**config.mk**
```make
export PLATFORM = sky130hd
export DESIGN_NAME = csr_trap_ctrl
export DESIGN_NICKNAME = d
export VERILOG_FILES = /design/src/rtl/csr_pkg.sv /design/src/rtl/csr_trap_ctrl.sv
export SDC_FILE = /design/constraint.sdc
export NUM_CORES = 1
export LEC_CHECK = 0
export ABC_AREA = 1
export BUFFER_PORTS_ARGS = -buffer_cell sky130_fd_sc_hd__buf_2
export CAP_MARGIN = 15
export CORE_MARGIN = 5
export CORE_UTILIZATION = 30
export CTS_BUF_LIST = sky130_fd_sc_hd__clkbuf_16
export CTS_CLUSTER_DIAMETER = 40
export DETAILED_ROUTE_END_ITERATION = 10
export PLACE_DENSITY_LB_ADDON = 0.05
export SLEW_MARGIN = 0
export SYNTH_ARGS = -nofsm -noshare
export SYNTH_HDL_FRONTEND = slang
export SYNTH_SLANG_ARGS = --single-unit
```
**constraint.sdc**
```tcl
create_clock -name clk -period 9.4 [get_ports clk]
set_input_delay 1.41 -clock clk [delete_from_list [all_inputs] [get_ports clk]]
set_output_delay 1.41 -clock clk [all_outputs]
set_load 0.05 [all_outputs]
```
**src/rtl/csr_pkg.sv**
```systemverilog
// Shared definitions for the machine-mode CSR/trap sequencer: op encodings,
// CSR addresses, the ecall cause value, FSM states and request legality.
package csr_pkg;

  localparam logic [2:0] CSR_OP_RW    = 3'd0;
  localparam logic [2:0] CSR_OP_RS    = 3'd1;
  localparam logic [2:0] CSR_OP_RC    = 3'd2;
  localparam logic [2:0] CSR_OP_ECALL = 3'd3;
  localparam logic [2:0] CSR_OP_MRET  = 3'd4;

  localparam logic [11:0] CSR_MSTATUS = 12'h300;
  localparam logic [11:0] CSR_MTVEC   = 12'h305;
  localparam logic [11:0] CSR_MEPC    = 12'h341;
  localparam logic [11:0] CSR_MCAUSE  = 12'h342;

  // Environment call from M-mode
  localparam logic [31:0] ECALL_CAUSE = 32'hb;

  typedef enum logic [2:0] {
    IDLE,
    CREAD,
    CWRITE,
    TEPC,
    TCAUSE,
    TVEC,
    RREAD,
    DONE
  } csr_state_e;

  // Only the four trap-handling CSRs are implemented
  function automatic logic csr_addr_legal(input logic [11:0] addr);
    return (addr == CSR_MSTATUS) || (addr == CSR_MTVEC) ||
           (addr == CSR_MEPC)    || (addr == CSR_MCAUSE);
  endfunction

  // CSR ops need a supported address; ecall/mret ignore the address field
  function automatic logic csr_req_legal(input logic [2:0] op, input logic [11:0] addr);
    logic legal;
    case (op)
      CSR_OP_RW, CSR_OP_RS, CSR_OP_RC: legal = csr_addr_legal(addr);
      CSR_OP_ECALL, CSR_OP_MRET:       legal = 1'b1;
      default:                         legal = 1'b0;
    endcase
    return legal;
  endfunction

endpackage

```
**src/rtl/csr_trap_ctrl.sv**
```systemverilog
// Sequences the CSR register-file ports for one csrrw/csrrs/csrrc/ecall/mret
// request at a time and returns the old CSR value or a PC redirect.
// After every response the unit spends one extra idle cycle with req_ready
// low, so consecutive requests are always separated by a bubble.
module csr_trap_ctrl
  import csr_pkg::*;
#(
  parameter int               XLEN        = 32,
  parameter logic [XLEN-1:0]  ECALL_CAUSE = XLEN'(csr_pkg::ECALL_CAUSE)
) (
  input  logic            clk,
  input  logic            rst,
  input  logic            req_valid,
  output logic            req_ready,
  input  logic [2:0]      req_op,
  input  logic [11:0]     req_csr_addr,
  input  logic [XLEN-1:0] req_src,
  input  logic            req_src_is_x0,
  input  logic [XLEN-1:0] req_pc,
  output logic [11:0]     r_csr_addr,
  output logic            r_csr_en,
  input  logic [XLEN-1:0] r_csr_data,
  output logic [11:0]     w_csr_addr,
  output logic [XLEN-1:0] w_csr_data,
  output logic            w_csr_en,
  output logic            resp_valid,
  output logic [XLEN-1:0] resp_rd_data,
  output logic            resp_redirect,
  output logic [XLEN-1:0] resp_redirect_pc,
  output logic            resp_illegal
);

  csr_state_e      state_q, state_d;
  logic [2:0]      op_q;
  logic [11:0]     addr_q;
  logic [XLEN-1:0] src_q;
  logic            src_x0_q;
  logic [XLEN-1:0] pc_q;
  logic [XLEN-1:0] data_q;
  logic            illegal_q;
  logic            bubble_q;
  logic            accept;
  logic            is_csr_op;
  logic [XLEN-1:0] new_val;

  assign accept    = req_valid && req_ready;
  assign is_csr_op = (op_q == CSR_OP_RW) || (op_q == CSR_OP_RS) || (op_q == CSR_OP_RC);

  // Read-modify-write result computed from the value latched in CREAD
  always_comb begin
    case (op_q)
      CSR_OP_RS: new_val = data_q | src_q;
      CSR_OP_RC: new_val = data_q & ~src_q;
      default:   new_val = src_q;
    endcase
  end

  // State register
  always_ff @(posedge clk or posedge rst) begin
    if (rst) state_q <= IDLE;
    else     state_q <= state_d;
  end

  // Request capture, read-data latch and post-response bubble flag
  always_ff @(posedge clk or posedge rst) begin
    if (rst) begin
      op_q      <= '0;
      addr_q    <= '0;
      src_q     <= '0;
      src_x0_q  <= 1'b0;
      pc_q      <= '0;
      data_q    <= '0;
      illegal_q <= 1'b0;
      bubble_q  <= 1'b0;
    end else begin
      bubble_q <= (state_q == DONE);
      if (accept) begin
        op_q      <= req_op;
        addr_q    <= req_csr_addr;
        src_q     <= req_src;
        src_x0_q  <= req_src_is_x0;
        pc_q      <= req_pc;
        illegal_q <= !csr_req_legal(req_op, req_csr_addr);
      end
      if (r_csr_en) data_q <= r_csr_data;
    end
  end

  // Next-state selection for each request type
  always_comb begin
    state_d = state_q;
    case (state_q)
      IDLE: begin
        if (accept) begin
          if (!csr_req_legal(req_op, req_csr_addr)) state_d = DONE;
          else begin
            case (req_op)
              CSR_OP_ECALL: state_d = TEPC;
              CSR_OP_MRET:  state_d = RREAD;
              default:      state_d = CREAD;
            endcase
          end
        end
      end
      CREAD:   state_d = CWRITE;
      CWRITE:  state_d = DONE;
      TEPC:    state_d = TCAUSE;
      TCAUSE:  state_d = TVEC;
      TVEC:    state_d = DONE;
      RREAD:   state_d = DONE;
      DONE:    state_d = IDLE;
      default: state_d = IDLE;
    endcase
  end

  // Port drive per state; everything idles at zero when not enabled
  always_comb begin
    req_ready        = (state_q == IDLE) && !bubble_q;
    r_csr_en         = 1'b0;
    r_csr_addr       = '0;
    w_csr_en         = 1'b0;
    w_csr_addr       = '0;
    w_csr_data       = '0;
    resp_valid       = 1'b0;
    resp_rd_data     = '0;
    resp_redirect    = 1'b0;
    resp_redirect_pc = '0;
    resp_illegal     = 1'b0;
    case (state_q)
      CREAD: begin
        r_csr_en   = 1'b1;
        r_csr_addr = addr_q;
      end
      CWRITE: begin
        if ((op_q == CSR_OP_RW) || !src_x0_q) begin
          w_csr_en   = 1'b1;
          w_csr_addr = addr_q;
          w_csr_data = new_val;
        end
      end
      TEPC: begin
        w_csr_en   = 1'b1;
        w_csr_addr = CSR_MEPC;
        w_csr_data = pc_q;
      end
      TCAUSE: begin
        w_csr_en   = 1'b1;
        w_csr_addr = CSR_MCAUSE;
        w_csr_data = ECALL_CAUSE;
      end
      TVEC: begin
        r_csr_en   = 1'b1;
        r_csr_addr = CSR_MTVEC;
      end
      RREAD: begin
        r_csr_en   = 1'b1;
        r_csr_addr = CSR_MEPC;
      end
      DONE: begin
        resp_valid   = 1'b1;
        resp_illegal = illegal_q;
        if (!illegal_q) begin
          if (is_csr_op) resp_rd_data = data_q;
          else begin
            resp_redirect    = 1'b1;
            resp_redirect_pc = data_q;
          end
        end
      end
      default: ;
    endcase
  end

endmodule

```
## After elaboration in Yosys (flattened, before gate mapping)

Index checks and enable logic that the tools add are counted.

- Eq/ne operators: 18
- Muxes and demuxes: 27
- Bitwise operators: 3
- Reduce and logical (&&, ||, !) cells: 19

Operators with widths:

| operator | count |
|---|---|
| $mux W32 | 7 |
| $pmux W32 S3 | 1 |
| $pmux W12 S3 | 2 |
| $pmux W32 S2 | 1 |
| $eq A12 B10 Y1 const B | 4 |
| $and A32 B32 Y32 | 1 |
| $not A32 Y32 | 1 |
| $or A32 B32 Y32 | 1 |
| $pmux W3 S6 | 1 |
| $eq A3 B2 Y1 const B | 5 |
| $eq A3 B3 Y1 const B | 5 |
| $mux W12 | 1 |
| $eq A3 B1 Y1 const B | 3 |
| $logic_not A3 Y1 | 3 |
| $mux W1 | 9 |
| $reduce_or A3 Y1 | 3 |
| $logic_or A1 B1 Y1 | 6 |
| $mux W3 | 2 |
| $pmux W3 S2 | 1 |
| $pmux W1 S2 | 2 |
| $reduce_or A2 Y1 | 2 |
| $logic_not A1 Y1 | 3 |
| $logic_and A1 B1 Y1 | 2 |
| $ne A2 B2 Y1 const B | 1 |

- Register bits: 117
- Bits of input ports: 115
- Output and inout bits: 126
- Logic and storage cells: 76

## Longest topological paths before layout

- Word-level depth: 10
- Mapped depth: 9
- Depth with buffers taken out: 7

## Least setup slack after synthesis

Ideal clock, no wire load.

- Path kind: register to output
- Start: register state_q[2]
- End: output resp_rd_data[10]
- Data arrival time: 2.501 ns
- Data required time: 7.990 ns
- Path slack: 5.489 ns
- Cell stages (with the launch flop): 8
- Buffers on the path: 1
- Cells stage by stage: dfrtp_1 > inv_2 > nor2_2 > inv_1 > nor2_2 > inv_1 > buf_2 > nor3_1

- Longest elaborated chain between the ends: 2

Ends and longest elaborated chain:

| item | line | RTL |
|---|---|---|
| from (decl) | csr_trap_ctrl.sv:33 | `csr_state_e state_q, state_d;` |
| from (signal assigned) | csr_trap_ctrl.sv:61 | `else state_q <= state_d;` |
| $eq A3 B3 Y1 | csr_trap_ctrl.sv:129 | `case (state_q)` |
| $mux W32 | csr_trap_ctrl.sv:129 |  |
| to (decl) | csr_trap_ctrl.sv:27 | `output logic [XLEN-1:0] resp_rd_data,` |

Every way passes these cells.

## Final worst setup path

- Start: register op_q[0]
- End: output resp_redirect_pc[0]

- Longest elaborated chain between the ends: 6
- Elaborated cells on any way between the ends: 8
- Those cells by class: eq/ne: 2; mux: 3; reduce/logical: 3

Ends and longest elaborated chain:

| item | line | RTL |
|---|---|---|
| from (decl) | csr_trap_ctrl.sv:34 | `logic [2:0] op_q;` |
| from (signal assigned) | csr_trap_ctrl.sv:78 | `op_q <= req_op;` |
| $eq A3 B1 Y1 / $logic_not A3 Y1 (equally long branches) | csr_trap_ctrl.sv:47 | `assign is_csr_op = (op_q == CSR_OP_RW) \|\| (op_q == CSR_OP_RS) \|\| (op_q == CSR_OP_RC);` |
| $logic_or A1 B1 Y1 | csr_trap_ctrl.sv:47 |  |
| $logic_or A1 B1 Y1 * | csr_trap_ctrl.sv:47 |  |
| $mux W32 * | csr_trap_ctrl.sv:163 | `if (is_csr_op) resp_rd_data = data_q;` |
| $mux W32 * | csr_trap_ctrl.sv:162 | `if (!illegal_q) begin` |
| $mux W32 * | csr_trap_ctrl.sv:129 |  |
| to (decl) | csr_trap_ctrl.sv:29 | `output logic [XLEN-1:0] resp_redirect_pc,` |

Every way passes the cells marked *; elsewhere a longest branch is shown, timed or not.

==> results.md <==
* Status: completed
* Mux cell area share after synthesis at 0
* Largest family of logic cells by synthesized area: simple AND/OR/NAND/NOR gates
* Routed via count at 5829
* Leakage at 0.00423 uW
* Crit Path Max Fanout at 33
* Final Max Tran Viols at 0
* Rel. slew slack at 0.300
* Seq/Total Area, Yosys at 0.488
* Final Wtd Congestion at 0.772
* Post-synth top area cell: dfrtp_1
* Final non-filler cell total at 1303
* Simple-Gate Fraction of Synth Area at 0.197
* Core Rows at 51
* CP Capture Type: output pin
* Syn nets at 922
* Fill cell count at 2144
* Pwr Density at roughly 380 mW/mm^2
* Die area at 0.0229 sq mm
* All-Layer GR Usage at 0.178
* WL final at 20400 um
* Netlist Area Pre-Place at 0.00601 sq mm
* Worst Setup Start Kind: flop
* I/O Pins at 241
* Antenna viol nets, final at 0
* Most frequent cells in the layout: 240 x buf_2, 177 x nand2_1, 131 x o21ai_0
* Syn_area_per_cell at 7.44 sq um
* Grt ovf at 0
* Root Buffer: clkbuf_16
* Worst-skew pair later-pin latency at between 0.4 and 0.5 ns
* Final core utilization at 0.403
* Most common cell after layout, fill and taps aside: buf_2
* Worst Max-Slew Pin Slew at about 1.0 ns
* Synth Instances at 807
* Ys Warns at 0
* Yosys cell types at 22
* WP data required at 7.99 ns
* First-pass DRT Iterations at 5
* Initial Util at 0.307
* # clock sinks at around 120
* Synth top area share at 0.488
* Die Height at 151 um
* Post-Synth Adder-Cell Area at 0
* Final setup viols at 0
* Max cap viols at 0
* Footprint of the multi-input gates at 0.00229 sq mm
* CTS tree: yes
* Vias in the first global route at 5814
* Via/cell ratio at around 4.5
* # resized after CTS at 0
* Synth-to-layout area growth at 31.4%
* Post-synth EDFFs at 0
* Number of instances in the placed design at 1273
* Initial DRC Count at between 200 and 300
* Total power at roughly 3000 uW
* FFs w/ async S/R, synth at 1.00
* WL per Instance at between 15 and 20 um
* Share of cells above drive strength 1 at 0.277
* Die width at ~150 um
* Clock tree buffer depth at 2
* Cts hold-fix bufs at 0
* Setup CP Type: flop to output pin
* Hold Path Class: flop to flop
* Final Hold Vio Count at 0
* Core Box Area at 0.0196 sq mm
* First-pass GRT wire length at approximately 32000 um
* RSZ-0062 raised after global routing: false
* Fin nets at 1142
* Final period utilization at 0.480
* Synth Area in XOR/XNOR at 0
* Worst hold slack at ~0.48 ns
* H-tree depth at 4
* Ys flop type: dfrtp_1
* CTS Buf Count at 17
* Register-to-register setup slack at 6.80 ns
* Setup Skew at 0.00558 ns
* Fmax at 222 MHz
* Maximum VDD drop at around 0.24 mV
* R2R Path Start: state_q[2]$_DFFE_PP0P_
* HPWL after detailed placement at 14200 um
* Synth top area cells: dfrtp_1 49%, nand2_1 11%, o21ai_0 11%
* FF-to-FF End: src_q[23]$_DFFE_PP0P_
* Yosys reg bits at 117
* Initial antenna violation count at 1
* Synth Area in Compound Gates at 0.183
* Register area at 0.00293 sq mm
* R2R depth at 7
* Period minus WS final at 4.51 ns
* IO Port Bufs at 240
* CP Launch Point: op_q[0]$_DFFE_PP0P_
* DRC at 0
* Clk slew on worst S/H paths at 0.05 ns
* Diode count at 0
* Critical Path End: resp_redirect_pc[0]
* TNS Setup at 0 ns
* Postcts setup bufs at 0
* Critical Path AT at 3.10 ns
* Pin count of the biggest net entering global routing at 76
==> kinds of logic after synthesis <==
kind of cell | Yosys count
flip-flops | 117
buffers and inverters | 181
AO/OA/AOI/OAI | 218
AND/OR/NAND/NOR | 291
==> worst max-delay path, stage by stage, from the launching register on <==
cell and delay (ns):
dfrtp_1 0.33, inv_1 0.10, o21ai_4 0.77, nand2_1 0.68, buf_4 0.42, nor2_1 0.11, buf_2 0.27
==> per-stage QoR <==
step,cell area [sq um],worst slack (ns)
floorplan,6010,4.89
global placement,7320,5.26
detailed placement,7320,5.24
CTS,7890,4.79
global route,7890,4.58
finish,7890,4.89
==> worst min-delay path by stage <==
stage	from	end	slack, ns	cells after the start
after floorplan	pc_q[0]$_DFFE_PP0P_	pc_q[0]$_DFFE_PP0P_	0.45	2
after global placement	pc_q[3]$_DFFE_PP0P_	pc_q[3]$_DFFE_PP0P_	0.47	2
after detailed placement	pc_q[1]$_DFFE_PP0P_	pc_q[1]$_DFFE_PP0P_	0.47	2
after CTS	pc_q[1]$_DFFE_PP0P_	pc_q[1]$_DFFE_PP0P_	0.48	2
after global routing	pc_q[1]$_DFFE_PP0P_	pc_q[1]$_DFFE_PP0P_	0.50	2
final	op_q[2]$_DFFE_PP0P_	op_q[2]$_DFFE_PP0P_	0.48	2
==> state kept, by name, summed over array words and instances, names as in the netlist <==
register   count
src_x0_q       1
src_q         32
pc_q          32
addr_q        12
bubble_q       1
data_q        32
op_q           3
state_q        3
illegal_q      1
==> per-layer routing <==
layer  vias up  routed length, um  share of wire  GRT usage
met5         -                 13        0.00064          0
met4         2                 84         0.0041     0.0409
met3         6               1460          0.071     0.0494
met2       165               9670           0.47      0.289
met1      2674               9190           0.45      0.239
li1       2982                  -              -          -
==> power by group <==
group	leakage, uW	switching [uW]	total (uW)	internal (uW)
Clock	0.000274	229	636	408
Combinational	0.00253	1170	1520	346
Sequential	0.00143	89.0	846	757
Total	0.00423	1490	3000	1510
==> synthesized netlist by cell type, types with 2 or more instances <==
master,number
nand2_1,177
o21ai_0,131
inv_1,130
dfrtp_1,117
nor2_1,63
o21ai_1,50
a21oi_1,35
nor3_1,34
clkbuf_1,19
buf_2,11
nand3_1,11
buf_6,10
buf_4,7
inv_2,3
nor2_2,2
==> cell type report <==
cell class,count,area share
Sequential cell,117,0.371
Multi-Input combinational cell,509,0.291
Timing Repair Buffer,248,0.160
Inverter,134,0.0644
Clock buffer,17,0.0539
Tap cell,265,0.0420
Clock inverter,13,0.0181
Note: power is estimated with default switching activity, not from simulation.
